==> src/rtl/iobus_timer.sv <==
// Memory-mapped IOBUS timer: prescaled 32-bit counter with compare match,
// optional auto-reload and a level interrupt. Read data and SEL are registered.
module iobus_timer #(
    parameter logic [31:0] BASE_ADDR  = 32'h1100_0100,
    parameter int unsigned PRESCALE_W = 8
) (
    input  logic        CLK,
    input  logic        RST_N,
    input  logic [31:0] IOBUS_ADDR,
    input  logic [31:0] IOBUS_OUT,
    input  logic        IOBUS_WR,
    output logic [31:0] RD_DATA,
    output logic        SEL,
    output logic        INT
);

    localparam logic [1:0] IDX_CTRL    = 2'd0;
    localparam logic [1:0] IDX_COUNT   = 2'd1;
    localparam logic [1:0] IDX_COMPARE = 2'd2;
    localparam logic [1:0] IDX_STATUS  = 2'd3;

    logic                  en_r;
    logic                  ar_r;
    logic                  ie_r;
    logic [PRESCALE_W-1:0] ps_r;
    logic [PRESCALE_W-1:0] ps_cnt_r;
    logic [31:0]           count_r;
    logic [31:0]           compare_r;
    logic                  pend_r;
    logic [31:0]           rd_data_r;
    logic                  sel_r;

    logic        hit_s;
    logic [1:0]  idx_s;
    logic        wr_ctrl_s;
    logic        wr_count_s;
    logic        wr_compare_s;
    logic        wr_status_s;
    logic        tick_s;
    logic        match_s;
    logic [31:0] ctrl_word_s;
    logic [31:0] rd_next_s;

    // Address decode and per-register write strobes.
    always_comb begin
        hit_s        = (IOBUS_ADDR[31:4] == BASE_ADDR[31:4]) && (IOBUS_ADDR[1:0] == 2'b00);
        idx_s        = IOBUS_ADDR[3:2];
        wr_ctrl_s    = 1'b0;
        wr_count_s   = 1'b0;
        wr_compare_s = 1'b0;
        wr_status_s  = 1'b0;
        if (IOBUS_WR && hit_s) begin
            case (idx_s)
                IDX_CTRL:    wr_ctrl_s    = 1'b1;
                IDX_COUNT:   wr_count_s   = 1'b1;
                IDX_COMPARE: wr_compare_s = 1'b1;
                IDX_STATUS:  wr_status_s  = 1'b1;
                default:     wr_ctrl_s    = 1'b0;
            endcase
        end else begin
            wr_ctrl_s = 1'b0;
        end
    end

    // A CTRL write restarts the prescaler, so it never ticks in that cycle;
    // a COUNT write discards the tick entirely, including any match.
    always_comb begin
        tick_s  = en_r && (ps_cnt_r == ps_r) && !wr_ctrl_s;
        match_s = tick_s && !wr_count_s && (count_r == compare_r);
    end

    // Read mux over the current (pre-write) register values.
    always_comb begin
        ctrl_word_s                   = 32'd0;
        ctrl_word_s[0]                = en_r;
        ctrl_word_s[1]                = ar_r;
        ctrl_word_s[2]                = ie_r;
        ctrl_word_s[8 +: PRESCALE_W]  = ps_r;
        rd_next_s                     = 32'd0;
        if (hit_s) begin
            case (idx_s)
                IDX_CTRL:    rd_next_s = ctrl_word_s;
                IDX_COUNT:   rd_next_s = count_r;
                IDX_COMPARE: rd_next_s = compare_r;
                IDX_STATUS:  rd_next_s = {31'd0, pend_r};
                default:     rd_next_s = 32'd0;
            endcase
        end else begin
            rd_next_s = 32'd0;
        end
    end

    // CTRL register and prescale counter.
    always_ff @(posedge CLK) begin
        if (!RST_N) begin
            en_r     <= 1'b0;
            ar_r     <= 1'b0;
            ie_r     <= 1'b0;
            ps_r     <= {PRESCALE_W{1'b0}};
            ps_cnt_r <= {PRESCALE_W{1'b0}};
        end else begin
            if (wr_ctrl_s) begin
                en_r <= IOBUS_OUT[0];
                ar_r <= IOBUS_OUT[1];
                ie_r <= IOBUS_OUT[2];
                ps_r <= IOBUS_OUT[8 +: PRESCALE_W];
            end
            if (wr_ctrl_s || !en_r || (ps_cnt_r == ps_r)) begin
                ps_cnt_r <= {PRESCALE_W{1'b0}};
            end else begin
                ps_cnt_r <= ps_cnt_r + PRESCALE_W'(1);
            end
        end
    end

    // COUNT, COMPARE and PEND; a match-set beats a simultaneous STATUS clear.
    always_ff @(posedge CLK) begin
        if (!RST_N) begin
            count_r   <= 32'd0;
            compare_r <= 32'hFFFF_FFFF;
            pend_r    <= 1'b0;
        end else begin
            if (wr_compare_s) begin
                compare_r <= IOBUS_OUT;
            end
            if (wr_count_s) begin
                count_r <= IOBUS_OUT;
            end else if (match_s && ar_r) begin
                count_r <= 32'd0;
            end else if (tick_s) begin
                count_r <= count_r + 32'd1;
            end
            if (match_s) begin
                pend_r <= 1'b1;
            end else if (wr_status_s && IOBUS_OUT[0]) begin
                pend_r <= 1'b0;
            end
        end
    end

    // Registered bus read response.
    always_ff @(posedge CLK) begin
        if (!RST_N) begin
            rd_data_r <= 32'd0;
            sel_r     <= 1'b0;
        end else begin
            rd_data_r <= rd_next_s;
            sel_r     <= hit_s;
        end
    end

    assign RD_DATA = rd_data_r;
    assign SEL     = sel_r;
    assign INT     = pend_r & ie_r;

endmodule

==> config.mk <==
export PLATFORM = sky130hd
export DESIGN_NAME = iobus_timer
export DESIGN_NICKNAME = d
export VERILOG_FILES = /design/src/rtl/iobus_timer.sv
export SDC_FILE = /design/constraint.sdc
export NUM_CORES = 1
export LEC_CHECK = 0
export CORE_MARGIN = 2
export CORE_UTILIZATION = 45
export CTS_CLUSTER_DIAMETER = 100
export DETAILED_ROUTE_END_ITERATION = 16
export PLACE_DENSITY = 0.72
export SLEW_MARGIN = 20
export SYNTH_ARGS = -nofsm -noshare
export SYNTH_HDL_FRONTEND = slang
export SYNTH_SLANG_ARGS = --single-unit
==> constraint.sdc <==
create_clock -name CLK -period 2.05 [get_ports CLK]
set_clock_uncertainty 0.2 [all_clocks]
set_input_delay 0.205 -clock CLK [delete_from_list [all_inputs] [get_ports CLK]]
set_output_delay 0.205 -clock CLK [all_outputs]
set_load 0.02 [all_outputs]
# == Word level (Yosys, flattened, before mapping) ==
# Index checks and enable logic that the tools add are counted.
# op_classes
n_addsub,2
n_mul,0
div_mod_pow,0
magnitude_cmp,0
eq_ne,6
shifts,0
n_mux,14
bitwise_logic,2
reduce_logical,19
# op_table
cell,count
$pmux 32 s4,1
$mux 32,3
$add 32x1->32 const B,1
$eq 32x32->1,1
$eq 28x25->1 const B,1
$mux 1,10
$add 8x1->8 const B,1
$eq 8x8->1,1
$logic_and 1x1->1,8
$eq 2x2->1 const B,2
$logic_not 2->1,2
$logic_not 1->1,3
$reduce_bool 3->1,1
$eq 2x1->1 const B,1
$logic_or 1x1->1,2
$reduce_and 2->1,1
$reduce_bool 2->1,1
$reduce_or 2->1,1
$and 1x1->1,1
$not 1->1,1
# word_totals
reg_bits,117
latchBits,0
mem_bits_rw,0
mem_bits_ro,0
inputBits,67
out_inout_bits,34
wordCells,53
memories,0

# == Logic depth before layout (Yosys ltp) ==
# logic_depth
ltp_word,11
depth_mapped,10
depth_no_buf,8

# == Worst setup path after synthesis ==
# OpenSTA, ideal clock, no wires.
# synth_path
path_type,flip-flop to flip-flop
from,reg count_r[0]
to,reg count_r[26]
setup_time_ns,0.132
t_arrival_ns,1.933
required_time_ns,1.718
setup_slack_ns,-0.215
stages_incl_launch_ff,9
n_path_buf,0
synth_period_minus_slack_ns,2.265
path_cell_list,dfxtp_1 -> ha_1 -> and4_1 -> nand3_1 -> nor3_1 -> and3_1 -> nor4b_1 -> a221oi_2 -> a21oi_1
# synth_via
elab_chain_cells,5
elab_cells_between_ends,8
classes_between,1 x add/sub; 1 x eq/ne; 3 x mux; 3 x reduce/logical
# synth_lines
item,line_no,source
from (decl),27,logic [31:0] count_r;
from (signal assigned),131,count_r <= count_r + 32'd1;
branches (longest 5 deep; another with $add 32x1->32),-,
# Parallel ways; which one is timed is not known. The select of a mux whose other input is x is not followed.
# A chain may end at the register's enable or synchronous reset.

# == Final worst setup path ==
# layout_path
from,reg compare_r[31]
to,reg count_r[16]
# layout_via
elab_chain_cells,5
elab_cells_between_ends,6
classes_between,1 x eq/ne; 2 x mux; 3 x reduce/logical
# layout_lines
item,line_no,source
from (decl),28,logic [31:0] compare_r;
from (signal assigned),120,compare_r <= 32'hFFFF_FFFF;
from (signal assigned),124,compare_r <= IOBUS_OUT;
$eq 32x32->1 (*),69,match_s = tick_s && !wr_count_s && (count_r == compare_r);
$logic_and 1x1->1 (*),69,
$logic_and 1x1->1 (*),128,end else if (match_s && ar_r) begin
$mux 32,128,
$mux 32,126,if (wr_count_s) begin
# Mark *: on every way between the ends. The rest lies on a longest branch, timed or not.

==> flow_summary_export.csv <==
group,metric,value,unit
worst_setup_path,start_kind,"register",
grt,antenna_found_initial,0,
power,vdd_ir_drop_max,0.000625,V
outcome,violations,"negative setup slack",
timing,rsz0062_at_grt,"true",
timing,fin_crit,2450,ps
route,wl,21.9,mm
synth,synth_warnings,0,
synth,ys_async_sr_fraction,0,%
power,power.leakage,3.82,nW
cells_and_area,synthToLayoutAreaGrowth,59.3,%
timing,fin_hold_ws,197,ps
job,maxCapViolations,0,
cells_and_area,diodes,0,
synth,ys_top_cells_by_count,"124 x nand2_1, 117 x dfxtp_1, 67 x nor2_1",
grt,grt_pass1_wl,34.0,mm
timing,maxSlewViolCount,0,
synth,synth-edff-count,0,
worst_setup_path,critPathKind,"reg -> reg",
synth,yosys.cell_types.count,48,
synth,synthFlopType,"dfxtp_1",
worst_setup_path,arrival,2560,ps
synth,syn-cell-area,5780,um^2
worst_setup_path,reg2reg_setup_slack,-400,ps
floorplan,core_area,12600,um^2
grt,grt_max_degree,34,
cells_and_area,fin_util,73.3,%
worst_setup_path,crit_path_frequent_cell,"o211ai_1",
floorplan,fp.dieH,117,um
cells_and_area,drive_gt1_share,29.9,%
place,place_congestion,0.955,
worst_setup_path,slowest_stage,"nor4_4",
route,wl_per_cell,19.1,um
cells_and_area,n_fill_cell,911,
worst_setup_path,worst-path-buf-inv,1,
cts,root_buffer,"clkbuf_16",
timing,setup_viol,34,
place,placed_cells_incl_taps,1092,
route,route.detailed.drc,0,
route,postRouteAntennaNets,0,
synth,post-synth-top-count-cell,"nand2_1",
worst_setup_path,crit_family,"simple AND/OR/NAND/NOR gates",
cts,clk_pin_slew,60,ps
timing,hold_viol_final,0,
floorplan,num_rows,41,
route,initialDrtViolationCount,644,
cts,cts.htree.levels,4,
synth,syn_area_per_cell,7.94,um^2
timing,fmax,409,MHz
floorplan,fp.dieArea,13800,um^2
route,avgViaCountPerCell,5.81,
synth,synth_seq_cells,117,
timing,layout_setup_ws,-395,ps
cts,clockBufferDepth,2,
synth,synth_seq_area_share,40.5,%
synth,netlist.area_leader.share,40.5,%
cells_and_area,postLayoutCellArea,9210,um^2
route,vias,6674,
cts,clkSinkCount,117,
grt,grt-ovfl-total,0,
timing,min_period_over_period,119,%
floorplan,dieWidth,117,um
synth,synthCells,728,
timing,worst_slew_pin_slew,495,ps
synth,synth_top_cell_by_area,"dfxtp_1",
place,hpwl,14.0,mm
worst_setup_path,worstSetupEndpointType,"register",
cells_and_area,nets,1034,
worst_setup_path,worstPathCellList,"xnor2_1 > nand4_1 > nor4_4 > and3_4 > buf_6 > nor3_2 > o211ai_1 > o211ai_1",
cts,cts_made_buffers,17,
grt,grtUsageTotal,31.1,%
place,portBuffers,100,
floorplan,initial_core_util,46.0,%
cts,cts_tree,"yes",
grt,grt_pass1_vias,6770,
power,p_per_area,578,nW/um^2
floorplan,io_pins,101,
cts,clkLatencyLatePin,430,ps
min_path,hold_path.class,"in -> reg",
timing,fin_tns_setup,-9100,ps
route,first_pass_iters,5,
worst_setup_path,critPathMaxStageDelay,460,ps
synth,synth_area_leaders,"dfxtp_1 41%, nand2_1 8.1%, xnor2_1 5.6%",
synth,synth_nets,797,
place,placed_area,8010,um^2
cells_and_area,finalNonFillerCells,1148,
outcome,status,"finished, violations left",
timing,relSlewSlack,67.0,%
worst_setup_path,critical_path.max_fanout,6,
worst_setup_path,cp.required,2160,ps
## worst paths after layout
path | start | end | depth (start not counted)
worst min register to register | compare_r[1] | compare_r[1] | 2
worst max register to register | compare_r[31] | count_r[16] | 8
worst min-delay path | IOBUS_OUT[17] | compare_r[17] | 3
worst max-delay path | compare_r[31] | count_r[16] | 8
## logic make-up (layout without fill, tap and decap cells)
kind of cell,after synthesis,count (layout),synth area share (%)
multiplexers,11,11,2.12
AO/OA/AOI/OAI,116,116,13.1
flip-flops,117,117,40.5
adder cells (fa/ha/maj),2,2,0.433
XOR/XNOR,55,55,8.34
AND/OR/NAND/NOR,363,366,30.7
buffers and inverters,64,309,4.78
## registers in the layout (all words and copies together) (netlist names)
name	count
RD_DATA	32
compare_r	32
count_r	32
ps_cnt_r	8
ps_r	8
SEL	1
ar_r	1
en_r	1
ie_r	1
pend_r	1
## cell type report
cell class                 instances  area, um^2  share of cell area [%]
timing repair buffer             273        2430                    26.4
tap                              172         215                    2.34
clock buffer                      25         485                    5.27
inverter                           6        22.5                   0.245
sequential                       117        2350                    25.6
multi-input combinational        550        3650                    39.7
clock inverter                     5        50.0                   0.543
## through the flow
stage,worst slack [ps],power (mW)
after detailed placement,-624,2.62
after global placement,-568,2.62
after CTS,-199,5.31
after global routing,-423,5.44
after floorplan,-31.1,2.42
final,-395,5.32
## timing repair
item | CTS | global route
hold endpoints to repair | 5 | 0
pin swaps | 34 | 33
hold buffers | 1 | 0
gates cloned | 6 | 0
buffers inserted | 16 | 5
endpoints found under the setup margin | 52 | 86
gates resized for setup | 85 | 59
## routing by layer
metal | GRT usage [%] | share of wire [%] | up-vias
li1 | - | - | 3053
met1 | 35.7 | 39 | 3160
met2 | 51.6 | 49 | 379
met3 | 8.80 | 8.6 | 82
met4 | 18.5 | 3.8 | 0
met5 | 0 | 0 | -
## cells in the final DEF, fill, tap and decap left out, types with 6 or more instances in the layout
cell,instances
a21oi_1,31
a21oi_2,10
a22oi_1,31
a22oi_2,6
and3_1,16
buf_12,6
buf_4,148
buf_6,17
clkbuf_16,17
clkdlybuf4s50_1,70
dfxtp_1,111
dlygate4sd2_1,26
inv_1,6
mux2i_1,10
nand2_1,116
nand2_2,6
nand3_1,56
nand4_1,22
nor2_1,61
nor2_2,6
nor3_1,9
nor3_2,7
nor4_1,7
o211ai_1,8
o21ai_1,8
xnor2_1,31
xnor2_2,6
xor2_1,17
## where the power goes
part | internal (mW) | switching (mW)
logic | 0.159 | 0.159
clock network | 1.73 | 0.997
registers | 2.27 | 0.00000000118
## worst register-to-register path, cell delays in order, from the launching register on
cell and delay, ps:
dfxtp_1 330, xnor2_1 280, nand4_1 230, nor4_4 460, and3_4 300, buf_6 140, nor3_2 60, o211ai_1 210
o211ai_1 120
(Power assumes the default switching activity.)
